### src/rtl/mw_writeback_stage.sv
// M->W pipeline register and write-back datapath.
// Holds the instruction leaving the memory stage, extends load data by type and
// byte offset, selects the write-back source and drives the register-file write
// port. A free-running counter tallies every valid instruction that leaves W.
module mw_writeback_stage #(
  parameter logic [31:0] RESET_PC = 32'h0000_3000,
  parameter int          CNT_W    = 32
) (
  input  logic             clk,
  input  logic             reset,
  input  logic             flush,
  input  logic             stall,
  input  logic             M_valid,
  input  logic [31:0]      M_pc,
  input  logic [4:0]       M_a3,
  input  logic             M_we,
  input  logic [1:0]       M_wsel,
  input  logic [31:0]      M_alu,
  input  logic [31:0]      M_dm_rdata,
  input  logic [1:0]       M_addr_lo,
  input  logic [2:0]       M_ld_type,
  input  logic [31:0]      M_cp0_rd,
  output logic [31:0]      W_pc,
  output logic [4:0]       W_a3,
  output logic [31:0]      W_wd,
  output logic             W_we,
  output logic [CNT_W-1:0] W_retired
);

  localparam logic [1:0] WSEL_ALU  = 2'b00;
  localparam logic [1:0] WSEL_LOAD = 2'b01;
  localparam logic [1:0] WSEL_LINK = 2'b10;
  localparam logic [1:0] WSEL_CP0  = 2'b11;

  localparam logic [2:0] LD_LW  = 3'b000;
  localparam logic [2:0] LD_LH  = 3'b001;
  localparam logic [2:0] LD_LHU = 3'b010;
  localparam logic [2:0] LD_LB  = 3'b011;
  localparam logic [2:0] LD_LBU = 3'b100;

  localparam logic [CNT_W-1:0] CNT_ONE = {{(CNT_W-1){1'b0}}, 1'b1};

  // Extend the raw aligned memory word according to load type and byte offset.
  // Halfword selection uses only addr_lo[1]; misaligned halfwords never get here.
  function automatic logic [31:0] load_extend(input logic [31:0] word,
                                              input logic [1:0]  lo,
                                              input logic [2:0]  ld_type);
    logic [15:0] half;
    logic [7:0]  byte_v;
    logic [31:0] res;
    half   = lo[1] ? word[31:16] : word[15:0];
    case (lo)
      2'd0:    byte_v = word[7:0];
      2'd1:    byte_v = word[15:8];
      2'd2:    byte_v = word[23:16];
      2'd3:    byte_v = word[31:24];
      default: byte_v = word[7:0];
    endcase
    case (ld_type)
      LD_LW:   res = word;
      LD_LH:   res = {{16{half[15]}}, half};
      LD_LHU:  res = {16'h0000, half};
      LD_LB:   res = {{24{byte_v[7]}}, byte_v};
      LD_LBU:  res = {24'h00_0000, byte_v};
      default: res = word;
    endcase
    return res;
  endfunction

  // Pipeline state
  logic             valid_q,   valid_d;
  logic [31:0]      pc_q,      pc_d;
  logic [4:0]       a3_q,      a3_d;
  logic             we_q,      we_d;
  logic [1:0]       wsel_q,    wsel_d;
  logic [31:0]      alu_q,     alu_d;
  logic [31:0]      dm_q,      dm_d;
  logic [1:0]       lo_q,      lo_d;
  logic [2:0]       ld_q,      ld_d;
  logic [31:0]      cp0_q,     cp0_d;
  logic [CNT_W-1:0] retired_q, retired_d;

  logic [31:0]      ld_ext_s;
  logic [31:0]      wd_raw_s;
  logic             we_s;

  // Next-state: flush beats stall beats capture; the counter tracks departures.
  always_comb begin
    valid_d   = valid_q;
    pc_d      = pc_q;
    a3_d      = a3_q;
    we_d      = we_q;
    wsel_d    = wsel_q;
    alu_d     = alu_q;
    dm_d      = dm_q;
    lo_d      = lo_q;
    ld_d      = ld_q;
    cp0_d     = cp0_q;
    retired_d = retired_q;
    if (flush) begin
      valid_d = 1'b0;
      a3_d    = 5'd0;
      we_d    = 1'b0;
      pc_d    = RESET_PC;
    end else if (stall) begin
      valid_d = valid_q;
    end else begin
      valid_d = M_valid;
      pc_d    = M_pc;
      a3_d    = M_a3;
      we_d    = M_we;
      wsel_d  = M_wsel;
      alu_d   = M_alu;
      dm_d    = M_dm_rdata;
      lo_d    = M_addr_lo;
      ld_d    = M_ld_type;
      cp0_d   = M_cp0_rd;
    end
    if (valid_q && !stall) begin
      retired_d = retired_q + CNT_ONE;
    end else begin
      retired_d = retired_q;
    end
  end

  // State registers; reset discards the in-flight entry immediately.
  always_ff @(posedge clk or negedge reset) begin
    if (!reset) begin
      valid_q   <= 1'b0;
      pc_q      <= RESET_PC;
      a3_q      <= 5'd0;
      we_q      <= 1'b0;
      wsel_q    <= 2'b00;
      alu_q     <= 32'h0000_0000;
      dm_q      <= 32'h0000_0000;
      lo_q      <= 2'b00;
      ld_q      <= 3'b000;
      cp0_q     <= 32'h0000_0000;
      retired_q <= {CNT_W{1'b0}};
    end else begin
      valid_q   <= valid_d;
      pc_q      <= pc_d;
      a3_q      <= a3_d;
      we_q      <= we_d;
      wsel_q    <= wsel_d;
      alu_q     <= alu_d;
      dm_q      <= dm_d;
      lo_q      <= lo_d;
      ld_q      <= ld_d;
      cp0_q     <= cp0_d;
      retired_q <= retired_d;
    end
  end

  // Write-back source select; writes to r0 and bubbles are suppressed.
  always_comb begin
    ld_ext_s = load_extend(dm_q, lo_q, ld_q);
    case (wsel_q)
      WSEL_ALU:  wd_raw_s = alu_q;
      WSEL_LOAD: wd_raw_s = ld_ext_s;
      WSEL_LINK: wd_raw_s = pc_q + 32'd8;
      WSEL_CP0:  wd_raw_s = cp0_q;
      default:   wd_raw_s = alu_q;
    endcase
    we_s = valid_q & we_q & (a3_q != 5'd0);
    if (we_s) begin
      W_a3 = a3_q;
      W_wd = wd_raw_s;
    end else begin
      W_a3 = 5'd0;
      W_wd = 32'h0000_0000;
    end
    W_we      = we_s;
    W_pc      = pc_q;
    W_retired = retired_q;
  end

endmodule
### config.mk
export PLATFORM = sky130hd
export DESIGN_NAME = mw_writeback_stage
export DESIGN_NICKNAME = d
export VERILOG_FILES = /design/src/rtl/mw_writeback_stage.sv
export SDC_FILE = /design/constraint.sdc
export NUM_CORES = 1
export LEC_CHECK = 0
export BUFFER_PORTS_ARGS = -buffer_cell sky130_fd_sc_hd__buf_2
export CAP_MARGIN = 20
export CORE_MARGIN = 5
export CORE_UTILIZATION = 57
export CTS_BUF_LIST = sky130_fd_sc_hd__clkbuf_16
export CTS_CLUSTER_SIZE = 10
export DETAILED_ROUTE_END_ITERATION = 8
export PLACE_DENSITY = 0.84
export SLEW_MARGIN = 30
export SYNTH_ARGS = -nofsm -noshare
export SYNTH_HDL_FRONTEND = slang
export SYNTH_SLANG_ARGS = --single-unit
### constraint.sdc
create_clock -name clk -period 4.9 [get_ports clk]
set_clock_uncertainty 0.2 [all_clocks]
set_input_delay 0.98 -clock clk [delete_from_list [all_inputs] [get_ports clk]]
set_output_delay 0.98 -clock clk [all_outputs]
set_load 0.02 [all_outputs]
Yosys cells after proc, flatten, opt, wreduce, memory -nomap -nowiden. Index checks and enable logic that the tools add are counted.

Add/subtract/negate cells: 2. Multipliers: 0. Div/mod/pow operators: 0. Order comparisons: 0. Equality and inequality tests: 11. Shift-type cells: 0. Mux-type cells: 14. Bitwise operators: 4. Reduce and logical (&&, ||, !) cells: 6.

Operator list (count): $pmux W32 S4 (2); $mux W32 (3); $add A32 B1 Y32 const B (1); $add A32 B4 Y32 const B (1); $pmux W8 S4 (1); $mux W16 (1); $mux W5 (3); $eq A2 B2 Y1 const B (4); $eq A3 B2 Y1 const B (2); $reduce_bool A5 Y1 (1); $eq A2 B1 Y1 const B (2); $logic_not A2 Y1 (2); $mux W1 (4); $eq A3 B1 Y1 const B (1); $eq A3 B3 Y1 const B (1); $and A1 B1 Y1 (2); $ne A2 B2 Y1 const B (1); $not A1 Y1 (2); $reduce_and A2 Y1 (1); $logic_and A1 B1 Y1 (1); $logic_not A1 Y1 (1).

Register bits: 174. Latch bits: 0. Memory bits (writable): 0. Bits in read-only memories: 0. Input bits: 146. Output and inout port bits: 102. Word-level logic and storage cells: 48. Memories: 0.

Logic depth before layout (Yosys ltp). Gate-level depths: netlist of the first run.

Depth in word-level cells: 5. Depth in mapped cells: 8. Mapped depth without buffers: 6.

Worst setup path before layout of the first run. No wires, ideal clock.

Kind: register to output. Start: register pc_q[3] (netlist: W_pc[3]). End: output W_wd[31]. Arrival: 2.209 ns. Data required time: 3.720 ns. Setup slack: 1.511 ns. Cell stages (with the launch flop): 8. Path buffers: 1. Cells stage by stage: dfrtp_1 > ha_1 > nand4_1 > or4_4 > buf_6 > nor4_1 > o21ai_1 > a31oi_1.

Word-level cells in the longest chain between the ends: 3.

RTL lines: start, declared (RTL line 72) `logic [31:0] pc_q, pc_d;`; start signal, assigned (RTL line 142) `pc_q <= pc_d;`; $add A32 B4 Y32 (RTL line 161) `WSEL_LINK: wd_raw_s = pc_q + 32'd8;`; $pmux W32 S4 (RTL line 158) `case (wsel_q)`; $mux W32 (RTL line 166) `if (we_s) begin`; end, declared (RTL line 25) `output logic [31:0] W_wd,`.

Every way passes these cells.

Final worst setup path of the first run.
Start: register ld_q[1]. End: output W_wd[14].

Word-level cells in the longest chain between the ends: 4. Elaborated cells between the ends (all ways): 7. Classes of those cells: 4 x eq/ne; 3 x mux.

RTL lines: start, declared (RTL line 79) `logic [2:0] ld_q, ld_d;`; start signal, assigned (RTL line 149) `ld_q <= ld_d;`; $eq A3 B3 Y1, or another cell as far along (RTL line 59) `case (ld_type)`; $pmux W32 S4 (*) (RTL line 59); $pmux W32 S4 (*) (RTL line 158); $mux W32 (*) (RTL line 166).

Every way passes the cells marked *; elsewhere a longest branch is shown, timed or not.

==> summary.md, run 1 <==
| Metric | Value |
|---|---|
| Status | `finished, final reports clean` |
| Total GRT Usage | `0.2947` |
| Synth async-reset ratio | `1.000` |
| Tightest Hold Check Type | `reg -> reg` |
| Register area | `4357 um2` |
| Area contributors post-synth | `dfrtp_1, mux2_2, mux2i_1` |
| Fin Hold WS | `287.4 ps` |
| DRC Markers | `0` |
| IO buf count | `247` |
| Synth Area in Adders | `0.002737` |
| DR iter-0 viols | `830` |
| Syn Nets | `1,010` |
| Mux cell area share after synthesis | `0.1775` |
| Worst-path maximum fanout | `25` |
| Final setup violation count | `0` |
| Synth Area in Simple Gates | `0.1444` |
| Max-slew headroom | `0.3918` |
| Core footprint | `15,830 um2` |
| CP max stage delay | `760 ps` |
| Post-synthesis cell count | `862` |
| CTS tree | `built` |
| Hold Path Sink | `W_retired[22]$_DFFE_PN0P_` |
| Initial Utilization | `0.5776` |
| Sequential share of power | `0.447` |
| Cell taking the most area after synthesis | `dfrtp_1` |
| Fillers | `1,176` |
| Critical path startpoint category | `flop` |
| Post-synthesis sequential area ratio | `0.4765` |
| Commonest cells post-synth | `dfrtp_1, mux2_2, nor2_1` |
| Worst EP required | `3720 ps` |
| Antenna-violating nets left | `0` |
| Power Internal | `2.764 mW` |
| Share of post-route cells with drive strength above 1 | `0.3769` |
| Leakage | `5.226 nW` |
| Largest net degree at the start of global routing | `97` |
| Area of the multi-input gates | `4513 um2` |
| Overflow left after global routing | `0` |
| Post-DR wirelength/cell | `20.81 um` |
| Vias | `7,797` |
| Dpl cell area | `10,520 um2` |
| GPL Wtd Cong | `0.9523` |
| Via/cell ratio | `5.938` |
| Flops & latches, synth | `174` |
| Cell Rows | `46` |
| Worst vdd ir | `0.0002685 V` |
| Critical-path top delay cell | `dfrtp_1` |
| Primary FF master, synth | `dfrtp_1` |
| Tot Pwr | `3.977 mW` |
| DIE HEIGHT | `136.6 um` |
| Power Density | `356.9 nW/um2` |
| I/O pin count | `248` |
| Synth Area in XOR/XNOR | `0.04982` |
| Max-slew violation count | `0` |
| CTS clk-pin slew, worst paths | `70 ps` |
| CP Cell Sequence | `nor2_1, xnor2_1, buf_4, o21ai_1, a221oi_1, a21oi_1, buf_2` |
| Critical R2R Launch | `W_retired[4]$_DFFE_PN0P_` |
| Syn. warnings | `0` |
| DP Cell Count | `1,277` |
| Clk root buf | `clkbuf_16` |
| Clk_lat worst skew | `430 ps` |
| H-tree depth | `4` |
| Minimum clock period | `4215 ps` |
| NumNets Final | `1,228` |
| Cell family with most CP delay | `flip-flops` |
| Crit. End Element | `output pin` |
| RSZ-0062 raised after global routing | `false` |
| Clk pwr share | `0.355` |
| Post-CTS Hold Buffers | `0` |
| Post-DP HPWL | `19.97 mm` |
| Unique masters post-synth | `72` |
| Clk buf depth | `2` |
| Final non-filler cell area | `11,140 um2` |
| Fmax | `237.3 MHz` |
| Critical Path AT | `3030 ps` |
| Gate power share | `0.199` |
| DR pass1 iterations | `5` |
| R2R setup slack | `2650 ps` |
| Post-CTS resize count | `0` |
| # Post-CTS Setup Buffers | `0` |
| Bufs and invs on worst path | `2` |
| DIE AREA | `18,670 um2` |
| Crit Path Category | `reg -> out` |
| Global-route wire length before repair | `42.27 mm` |
| Post-synth EDFFs | `0` |
| Synth Area per Inst | `10.61 um2` |
| Hold path start | `W_retired[22]$_DFFE_PN0P_` |
| Vias in the first global route | `7,788` |
| Max Cap Viol | `0` |
| R2R cell count | `5` |
| Reg-to-Reg End | `W_retired[17]$_DFFE_PN0P_` |
| Period Utilization, post-route | `0.8602` |
| Cell Count, Final, Fillers Out | `1,313` |
| Dominant cell by count in the synthesized netlist | `dfrtp_1` |
| Final WL | `27.32 mm` |
| Worst slew pin tran | `904.0 ps` |
| Net Sw Frac | `0.3051` |
| Synth-to-Final Area Change | `21.90%` |
| Die X | `136.6 um` |
| Post-synth top area share | `0.4708` |
| Psw | `1.213 mW` |
| Synth Cell Area | `9143 um2` |
| Fin. Hold Viols | `0` |
| Largest family of logic cells by synthesized area | `multiplexers` |
| Compound-Gate Fraction of Synth Area | `0.1184` |
| Sinks on Clock Net | `174` |
| Initial antenna violation count | `4` |
| Min-Delay Path Depth | `1` |
| CTS Buf Count | `17` |
| Setup TNS | `0 ps` |
## sequential cells by signal, indices dropped and copies added, names as in the netlist
register	count
W_pc	32
W_retired	32
a3_q	5
alu_q	32
cp0_q	32
dm_q	32
ld_q	3
lo_q	2
valid_q	1
we_q	1
wsel_q	2
## worst max path at each step
| stage | from | end | depth (start not counted) |
|---|---|---|---|
| 3_5_place_dp | ld_q[1]$_DFFE_PN0P_ | W_wd[14] | 7 |
| 6_report | ld_q[1]$_DFFE_PN0P_ | W_wd[14] | 7 |
| 5_1_grt | ld_q[1]$_DFFE_PN0P_ | W_wd[14] | 7 |
| 3_3_place_gp | ld_q[1]$_DFFE_PN0P_ | W_wd[14] | 7 |
| 4_1_cts | ld_q[1]$_DFFE_PN0P_ | W_wd[14] | 7 |
| 2_1_floorplan | W_pc[3]$_DFFE_PN0P_ | W_wd[31] | 7 |
## through the flow
step                  util  worst slack (ps)
global route        0.7040             466.6
finish              0.7041             685.1
global placement    0.6648              1324
floorplan                -              1511
CTS                 0.7033             745.9
detailed placement  0.6648              1229
## layer usage
metal / GRT usage / wire, um
met2: 0.4770 / 13190
met5: 0 / 7
met4: 0.1254 / 1000
met3: 0.08750 / 2348
met1: 0.3688 / 10780
## power by group through the flow
stage          registers, mW  logic [mW]  clock network [mW]
6_report                1.78       0.790                1.41
5_1_grt                 1.80       0.860                1.48
2_1_floorplan           1.75       0.506                   0
3_3_place_gp            1.79       0.754                   0
4_1_cts                 1.77       0.786                1.42
3_5_place_dp            1.79       0.772                   0
## final cells by class
type / instances / area share
Multi-Input combinational cell: 618 / 0.4050
Clock inverter: 15 / 0.01650
Clock buffer: 17 / 0.03817
Antenna cell: 4 / 0.0008982
Sequential cell: 174 / 0.3909
Tap cell: 216 / 0.02425
Inverter: 10 / 0.003368
Timing Repair Buffer: 259 / 0.1209
## layout by cell type, fill, tap and decap left out, drive strengths merged, types with 6 or more instances in the layout
cell type,instances
a211oi,11
nand3,22
a221oi,10
inv,16
nand2,60
and3,12
nor4,6
nor3,20
a21oi,17
xor2,12
mux2,103
a22oi,11
dfrtp,172
or2,8
nand4,16
xnor2,40
a31oi,12
clkbuf,18
o22ai,11
nor2b,11
and2,9
nor2,69
buf,258
mux2i,44
o21ai,52
## cells by family after synthesis
kind of cell	count (synthesis)
and+or+nand+nor	254
DFF	174
AOI/OAI and AO/OA	162
muxes	148
buffers and inverters	70
xor gates and xnor gates	52
adders and majority gates	2
Power figures use the tool's default switching activity.
==> run 2, diff against run 1 <==
Settings changed: CELL_PAD_IN_SITES_DETAIL_PLACEMENT set to 1, CELL_PAD_IN_SITES_GLOBAL_PLACEMENT set to 1, CORE_UTILIZATION 57 to 44.
==> run 2 against run 1 <==
  * Core utilization down 15 points
  * Non-clock buffer count up 2
  * Global-route usage fell by 4.0 points
  * Register-to-register slack is essentially flat
  * Critical path type unchanged
  * Highest routed layer unchanged
  * Sequential power hardly changed
  * Die area rose by 27%
  * Clock power decreased by 5%
  * Total power fell by 1.4%
==> summary.md, run 2 (same netlist as run 1, synthesis figures left out) <==
| Metric | Value |
|---|---|
| Clk_lat worst skew | `440 ps (about the same)` |
| Core footprint | `20,360 um2 (+29%)` |
| GPL Wtd Cong | `0.9085 (-4.6%)` |
| Sequential share of power | `0.456 (+0.009)` |
| Vias in the first global route | `8,490 (+9.0%)` |
| Die X | `154.1 um (+13%)` |
| Reg-to-Reg End | `W_retired[14]$_DFFE_PN0P_` |
| Gate power share | `0.203 (+0.004)` |
| R2R cell count | `6 (+1)` |
| Synth-to-Final Area Change | `22.36%` |
| DR iter-0 viols | `540 (-35%)` |
| Clk buf depth | `2 (unchanged)` |
| Final setup violation count | `0 (unchanged)` |
| Cell Rows | `52 (+13%)` |
| Vias | `7,801 (+0.051%)` |
| Commonest non-fill, non-tap cells in the layout | `buf_2, dfrtp_1, mux2_2, nor2_1, nand2_1` |
| Global-route wire length before repair | `47.72 mm (+13%)` |
| Crit Path Category | `reg -> out` |
| # Post-CTS Setup Buffers | `0 (unchanged)` |
| Fin. Hold Viols | `0 (unchanged)` |
| Register area | `4357 um2 (unchanged)` |
| Period Utilization, post-route | `0.8846 (+0.02445)` |
| DR pass1 iterations | `7 (+2)` |
| Critical Path AT | `3150 ps (+120 ps)` |
| Setup TNS | `0 ps (unchanged)` |
| Min-Delay Path Depth | `1 (unchanged)` |
| CTS tree | `built` |
| Final WL | `30.65 mm (+12%)` |
| Initial antenna violation count | `5 (+1)` |
| NumNets Final | `1,230 (+0.16%)` |
| R2R setup slack | `2640 ps (about the same)` |
| Post-CTS Hold Buffers | `0 (unchanged)` |
| Net Sw Frac | `0.3290 (+0.02393)` |
| Power Internal | `2.631 mW (-4.8%)` |
| Power Density | `350.5 nW/um2 (-1.8%)` |
| CTS Buf Count | `17 (unchanged)` |
| Post-route core utilization | `0.5493 (-0.1548)` |
| H-tree depth | `4 (unchanged)` |
| Worst-path maximum fanout | `25 (unchanged)` |
| Post-DP HPWL | `22.95 mm (+15%)` |
| RSZ-0062 raised after global routing | `false` |
| Post-CTS resize count | `0 (unchanged)` |
| Tot Pwr | `3.921 mW (-1.4%)` |
| Psw | `1.290 mW (+6.3%)` |
| Clk root buf | `clkbuf_16` |
| Worst slew pin tran | `927.7 ps (+23.68 ps)` |
| DRC Markers | `0 (unchanged)` |
| Commonest non-fill, non-tap cell in the layout | `buf_2` |
| Max Cap Viol | `0 (unchanged)` |
| Worst vdd ir | `0.0002183 V (-19%)` |
| Max-slew violation count | `0 (unchanged)` |
| Leakage | `5.215 nW (-0.21%)` |
| Via/cell ratio | `5.707 (-3.9%)` |
| Critical path startpoint category | `flop` |
| Minimum clock period | `4335 ps (+119.8 ps)` |
| Clk pwr share | `0.341 (-0.014)` |
| Status | `finished, final reports clean` |
| Overflow left after global routing | `0 (unchanged)` |
| Sinks on Clock Net | `174 (unchanged)` |
| Fmax | `230.7 MHz (-2.8%)` |
| Initial Utilization | `0.4489 (-0.1287)` |
| Tightest Hold Check Type | `reg -> reg` |
| Area of the multi-input gates | `4513 um2 (unchanged)` |
| Max-slew headroom | `0.3815 (-0.01023)` |
| IO buf count | `247 (unchanged)` |
| Antenna-violating nets left | `0 (unchanged)` |
| Share of post-route cells with drive strength above 1 | `0.3799 (+0.002964)` |
| I/O pin count | `248 (unchanged)` |
| DIE HEIGHT | `154.1 um (+13%)` |
| Hold Path Sink | `W_retired[31]$_DFFE_PN0P_` |
| Worst EP required | `3720 ps (about the same)` |
| Post-DR wirelength/cell | `22.42 um (+7.7%)` |
| Fillers | `2,312 (+97%)` |
| CTS clk-pin slew, worst paths | `80 ps (about the same)` |
| Crit. End Element | `output pin` |
| DIE AREA | `23,760 um2 (+27%)` |
| Hold path start | `W_retired[31]$_DFFE_PN0P_` |
| Total GRT Usage | `0.2546 (-0.04004)` |
| Critical R2R Launch | `W_retired[0]$_DFFE_PN0P_` |
| Largest net degree at the start of global routing | `108 (+11%)` |
## run 2: cell count changes in the layout (fill, tap and decap cells not counted), sizes merged
cell,change
buf,+3
bufinv,-3
diode,-2
clkbuf,-1
clkinv,+1
clkinvlp,+1
inv,+1
## run 2: cell type report
| class | instances | area share |
|---|---|---|
| multi-input combinational | 618 | 0.4034 |
| sequential | 174 | 0.3894 |
| timing repair buffer | 261 | 0.1219 |
| clock buffer | 17 | 0.03803 |
| tap | 270 | 0.03020 |
| clock inverter | 15 | 0.01320 |
| inverter | 10 | 0.003355 |
| antenna | 2 | 0.0004474 |
## run 2: how the worst max path moves through the flow
| stage | startpoint | to | depth (start not counted) | slack [ps] |
|---|---|---|---|---|
| global placement | lo_q[1]$_DFFE_PN0P_ | W_wd[18] | 6 | 1140 |
| floorplan | W_pc[3]$_DFFE_PN0P_ | W_wd[31] | 7 | 1510 |
| global route | lo_q[1]$_DFFE_PN0P_ | W_wd[13] | 6 | 430 |
| CTS | lo_q[1]$_DFFE_PN0P_ | W_wd[13] | 6 | 570 |
| detailed placement | lo_q[1]$_DFFE_PN0P_ | W_wd[13] | 6 | 1080 |
| finish | lo_q[1]$_DFFE_PN0P_ | W_wd[13] | 6 | 570 |
## run 2: layer usage
metal	up-vias	wire length (um)	GRT usage
met3	50	1954	0.05705
met1	3919	12790	0.3265
met2	265	15020	0.4266
met4	6	851	0.08663
li1	3561	-	-
met5	-	34	0
## run 2: worst max-delay path, stage by stage, from the launching register on
cell       delay (ps)
dfrtp_1           950
mux4_2            610
and2_1            210
a21oi_1           410
o21ai_1           170
o2bb2ai_1         170
buf_2             180
## run 2: stage by stage
stage	hold WS, ps	std cells	setup slack [ps]	instance area (um2)
after floorplan	272.3	862	1511	9143
after global placement	257.1	1333	1144	10610
after detailed placement	274.2	1333	1082	10610
after CTS	289.3	1365	574.1	11180
after global routing	300.8	1367	427.4	11190
final	280.4	1367	565.3	11190
## run 2: power by group through the flow
stage	sequential, mW	clock [mW]	combinational [mW]
4_1_cts	1.79	1.36	0.795
2_1_floorplan	1.75	0	0.506
5_1_grt	1.81	1.43	0.867
6_report	1.79	1.34	0.794
3_5_place_dp	1.81	0	0.782
3_3_place_gp	1.80	0	0.759
==> run 3, diff against run 2 <==
Settings changed: ABC_AREA set to 1, CORE_UTILIZATION 44 to 41.
==> run 3 against run 2 <==
  * Maximum frequency up 3.0%
  * Cell area up 5.2%
  * Register-to-register slack better by 90 ps
  * Via count up 30%
  * Combinational power up 6.3%
  * Core utilization down 4.7 points
  * Critical path depth up 2
  * Worst setup slack better by 120 ps
  * Final cell count up 41%
  * Largest power group unchanged
==> summary.md, run 3 <==
| Metric | Value |
|---|---|
| Status | `finished, final reports clean` |
| Placement Setup Slack | `1204 ps (+122.8 ps)` |
| Critical R2R Launch | `valid_q$_DFFE_PN0P_` |
| Minimum clock period | `4210 ps (-124.9 ps)` |
| Post-DP HPWL | `28.07 mm (+22%)` |
| Reg-to-Reg End | `W_retired[24]$_DFFE_PN0P_` |
| H-tree depth | `4 (unchanged)` |
| R2R cell count | `7 (+1)` |
| Post-CTS Hold Buffers | `0 (unchanged)` |
| Final non-filler cell area | `11,760 um2 (+5.2%)` |
| Post-route core utilization | `0.5027 (-0.04666)` |
| Max-slew headroom | `0.3958 (+0.01429)` |
| DR pass1 iterations | `5 (-2)` |
| Dpl cell area | `11,210 um2 (+5.7%)` |
| Cell Count, Final, Fillers Out | `1,925 (+41%)` |
| Post-synthesis cell count | `1,374 (+59%)` |
| Dominant cell by count in the synthesized netlist | `nand2_1` |
| Max Cap Viol | `0 (unchanged)` |
| Flops & latches, synth | `174 (unchanged)` |
| CTS Buf Count | `17 (unchanged)` |
| DR iter-0 viols | `647 (+20%)` |
| Commonest non-fill, non-tap cells in the layout | `nand2_1, buf_2, inv_1, o21ai_0, dfrtp_1` |
| Post-synth EDFFs | `0 (unchanged)` |
| Post-DR wirelength/cell | `19.09 um (-15%)` |
| Worst EP required | `3720 ps (about the same)` |
| DIE HEIGHT | `163.9 um (+6.3%)` |
| Syn Nets | `1,522 (+51%)` |
| Worst-path maximum fanout | `28 (+12%)` |
| GPL Wtd Cong | `0.9349 (+2.9%)` |
| NumNets Final | `1,742 (+42%)` |
| Commonest non-fill, non-tap cell in the layout | `nand2_1` |
| Synth async-reset ratio | `1.000 (unchanged)` |
| Via/cell ratio | `5.262 (-7.8%)` |
| Post-synth top area share | `0.4431 (-0.02765)` |
| CTS clk-pin slew, worst paths | `70 ps (about the same)` |
| Leakage | `6.028 nW (+16%)` |
| Fin. Hold Viols | `0 (unchanged)` |
| Vias | `10,130 (+30%)` |
| DIE AREA | `26,870 um2 (+13%)` |
| Global-route wire length before repair | `57.15 mm (+20%)` |
| Worst setup path end | `W_wd[5]` |
| RSZ-0062 raised after global routing | `false` |
| Diodes inserted | `0 (-2)` |
| Synth-to-Final Area Change | `21.11%` |
| Syn. warnings | `0 (unchanged)` |
| Post-CTS resize count | `0 (unchanged)` |
| Fin Hold WS | `267.7 ps (-12.62 ps)` |
| Crit. End Element | `output pin` |
| Clk_lat worst skew | `430 ps (about the same)` |
| Worst slew pin tran | `904.1 ps (-23.63 ps)` |
| Overflow left after global routing | `0 (unchanged)` |
| Cell Rows | `56 (+7.7%)` |
| Synth Cell Area | `9713 um2 (+6.2%)` |
| Core footprint | `23,400 um2 (+15%)` |
| Largest net degree at the start of global routing | `131 (+21%)` |
| I/O pin count | `248 (unchanged)` |
| Period Utilization, post-route | `0.8591 (-0.02550)` |
| Clk buf depth | `2 (unchanged)` |
| Initial Utilization | `0.4150 (-0.03390)` |
| Final WL | `36.74 mm (+20%)` |
| # Post-CTS Setup Buffers | `0 (unchanged)` |
| Tot Pwr | `3.875 mW (-1.2%)` |
| Total GRT Usage | `0.2731 (+0.01850)` |
| Setup TNS | `0 ps (unchanged)` |
| Antenna-violating nets left | `0 (unchanged)` |
| IO buf count | `247 (unchanged)` |
| Sinks on Clock Net | `174 (unchanged)` |
| Tightest Hold Check Type | `reg -> reg` |
| DP Cell Count | `1,894 (+42%)` |
| Critical path startpoint category | `flop` |
| Clk root buf | `clkbuf_16` |
| PnR worst setup slack | `690.2 ps (+124.9 ps)` |
| DRC Markers | `0 (unchanged)` |
| Post-synthesis sequential area ratio | `0.4485 (-0.02799)` |
| Initial antenna violation count | `5 (unchanged)` |
| Primary FF master, synth | `dfrtp_1` |
| Worst vdd ir | `0.0002069 V (-5.2%)` |
| Max-slew violation count | `0 (unchanged)` |
| Cell taking the most area after synthesis | `dfrtp_1` |
| R2R setup slack | `2730 ps (+90 ps)` |
| Fmax | `237.5 MHz (+3.0%)` |
| CTS tree | `built` |
| Critical Path AT | `3030 ps (-120 ps)` |
| Setup crit start | `wsel_q[0]$_DFFE_PN0P_` |
| Crit Path Category | `reg -> out` |
| Power Density | `329.4 nW/um2 (-6.0%)` |
| Synth Area per Inst | `7.069 um2 (-33%)` |
| Area contributors post-synth | `dfrtp_1, nand2_1, o21ai_0` |
| Unique masters post-synth | `35 (-51%)` |
| Share of post-route cells with drive strength above 1 | `0.1943 (-0.1856)` |
| Final setup violation count | `0 (unchanged)` |
| Die X | `163.9 um (+6.3%)` |
| Commonest cells post-synth | `nand2_1, inv_1, o21ai_0` |
| Vias in the first global route | `10,480 (+23%)` |
| Hold path start | `alu_q[4]$_DFFE_PN0P_` |
[run 3: cell families (layout without fill, tap and decap cells)]
logic type	Yosys count	count (layout)	share of synthesized area
AO/OA/AOI/OAI	264	264	0.1402
XOR/XNOR	28	28	0.02525
adder cells (fa/ha/maj)	2	2	0.002576
buffers and inverters	239	471	0.09506
flip-flops	174	174	0.4485
AND/OR/NAND/NOR	667	667	0.2884
[run 3: power by group]
part | total [mW] | switching, mW | internal [mW]
Clock | 1.32 | 0.620 | 0.698
Sequential | 1.71 | 0.127 | 1.59
Combinational | 0.844 | 0.585 | 0.258
[run 3: how the worst min path moves through the flow]
stage,cells after the start,slack [ps],to
floorplan,2,240,alu_q[0]$_DFFE_PN0P_
global placement,2,250,alu_q[16]$_DFFE_PN0P_
detailed placement,2,260,alu_q[4]$_DFFE_PN0P_
CTS,2,280,alu_q[4]$_DFFE_PN0P_
global route,2,300,alu_q[7]$_DFFE_PN0P_
finish,2,270,alu_q[4]$_DFFE_PN0P_
[run 3: area by class of cell]
| type | count | area (um2) |
|---|---|---|
| Clock buffer | 17 | 425.4 |
| Tap cell | 319 | 399.1 |
| Multi-Input combinational cell | 961 | 4441 |
| Fill cell | 3130 | 11640 |
| Sequential cell | 174 | 4357 |
| Clock inverter | 14 | 122.6 |
| Timing Repair Buffer | 253 | 1315 |
| Inverter | 187 | 704.4 |
[run 3: metal layers]
layer / vias up / wire (um) / GRT usage
li1: 4776 / - / -
met1: 4955 / 16330 / 0.3742
met2: 329 / 17170 / 0.4433
met3: 59 / 2358 / 0.05546
met4: 10 / 813 / 0.07320
met5: - / 73 / 0
[run 3: worst max-delay path, cell delays in order (launching register included)]
cell     delay, ps
dfrtp_1        470
nor2_2          60
buf_4          210
inv_1          620
buf_4          320
o21ai_0        150
a21oi_1        430
a21oi_1        160
buf_2          180
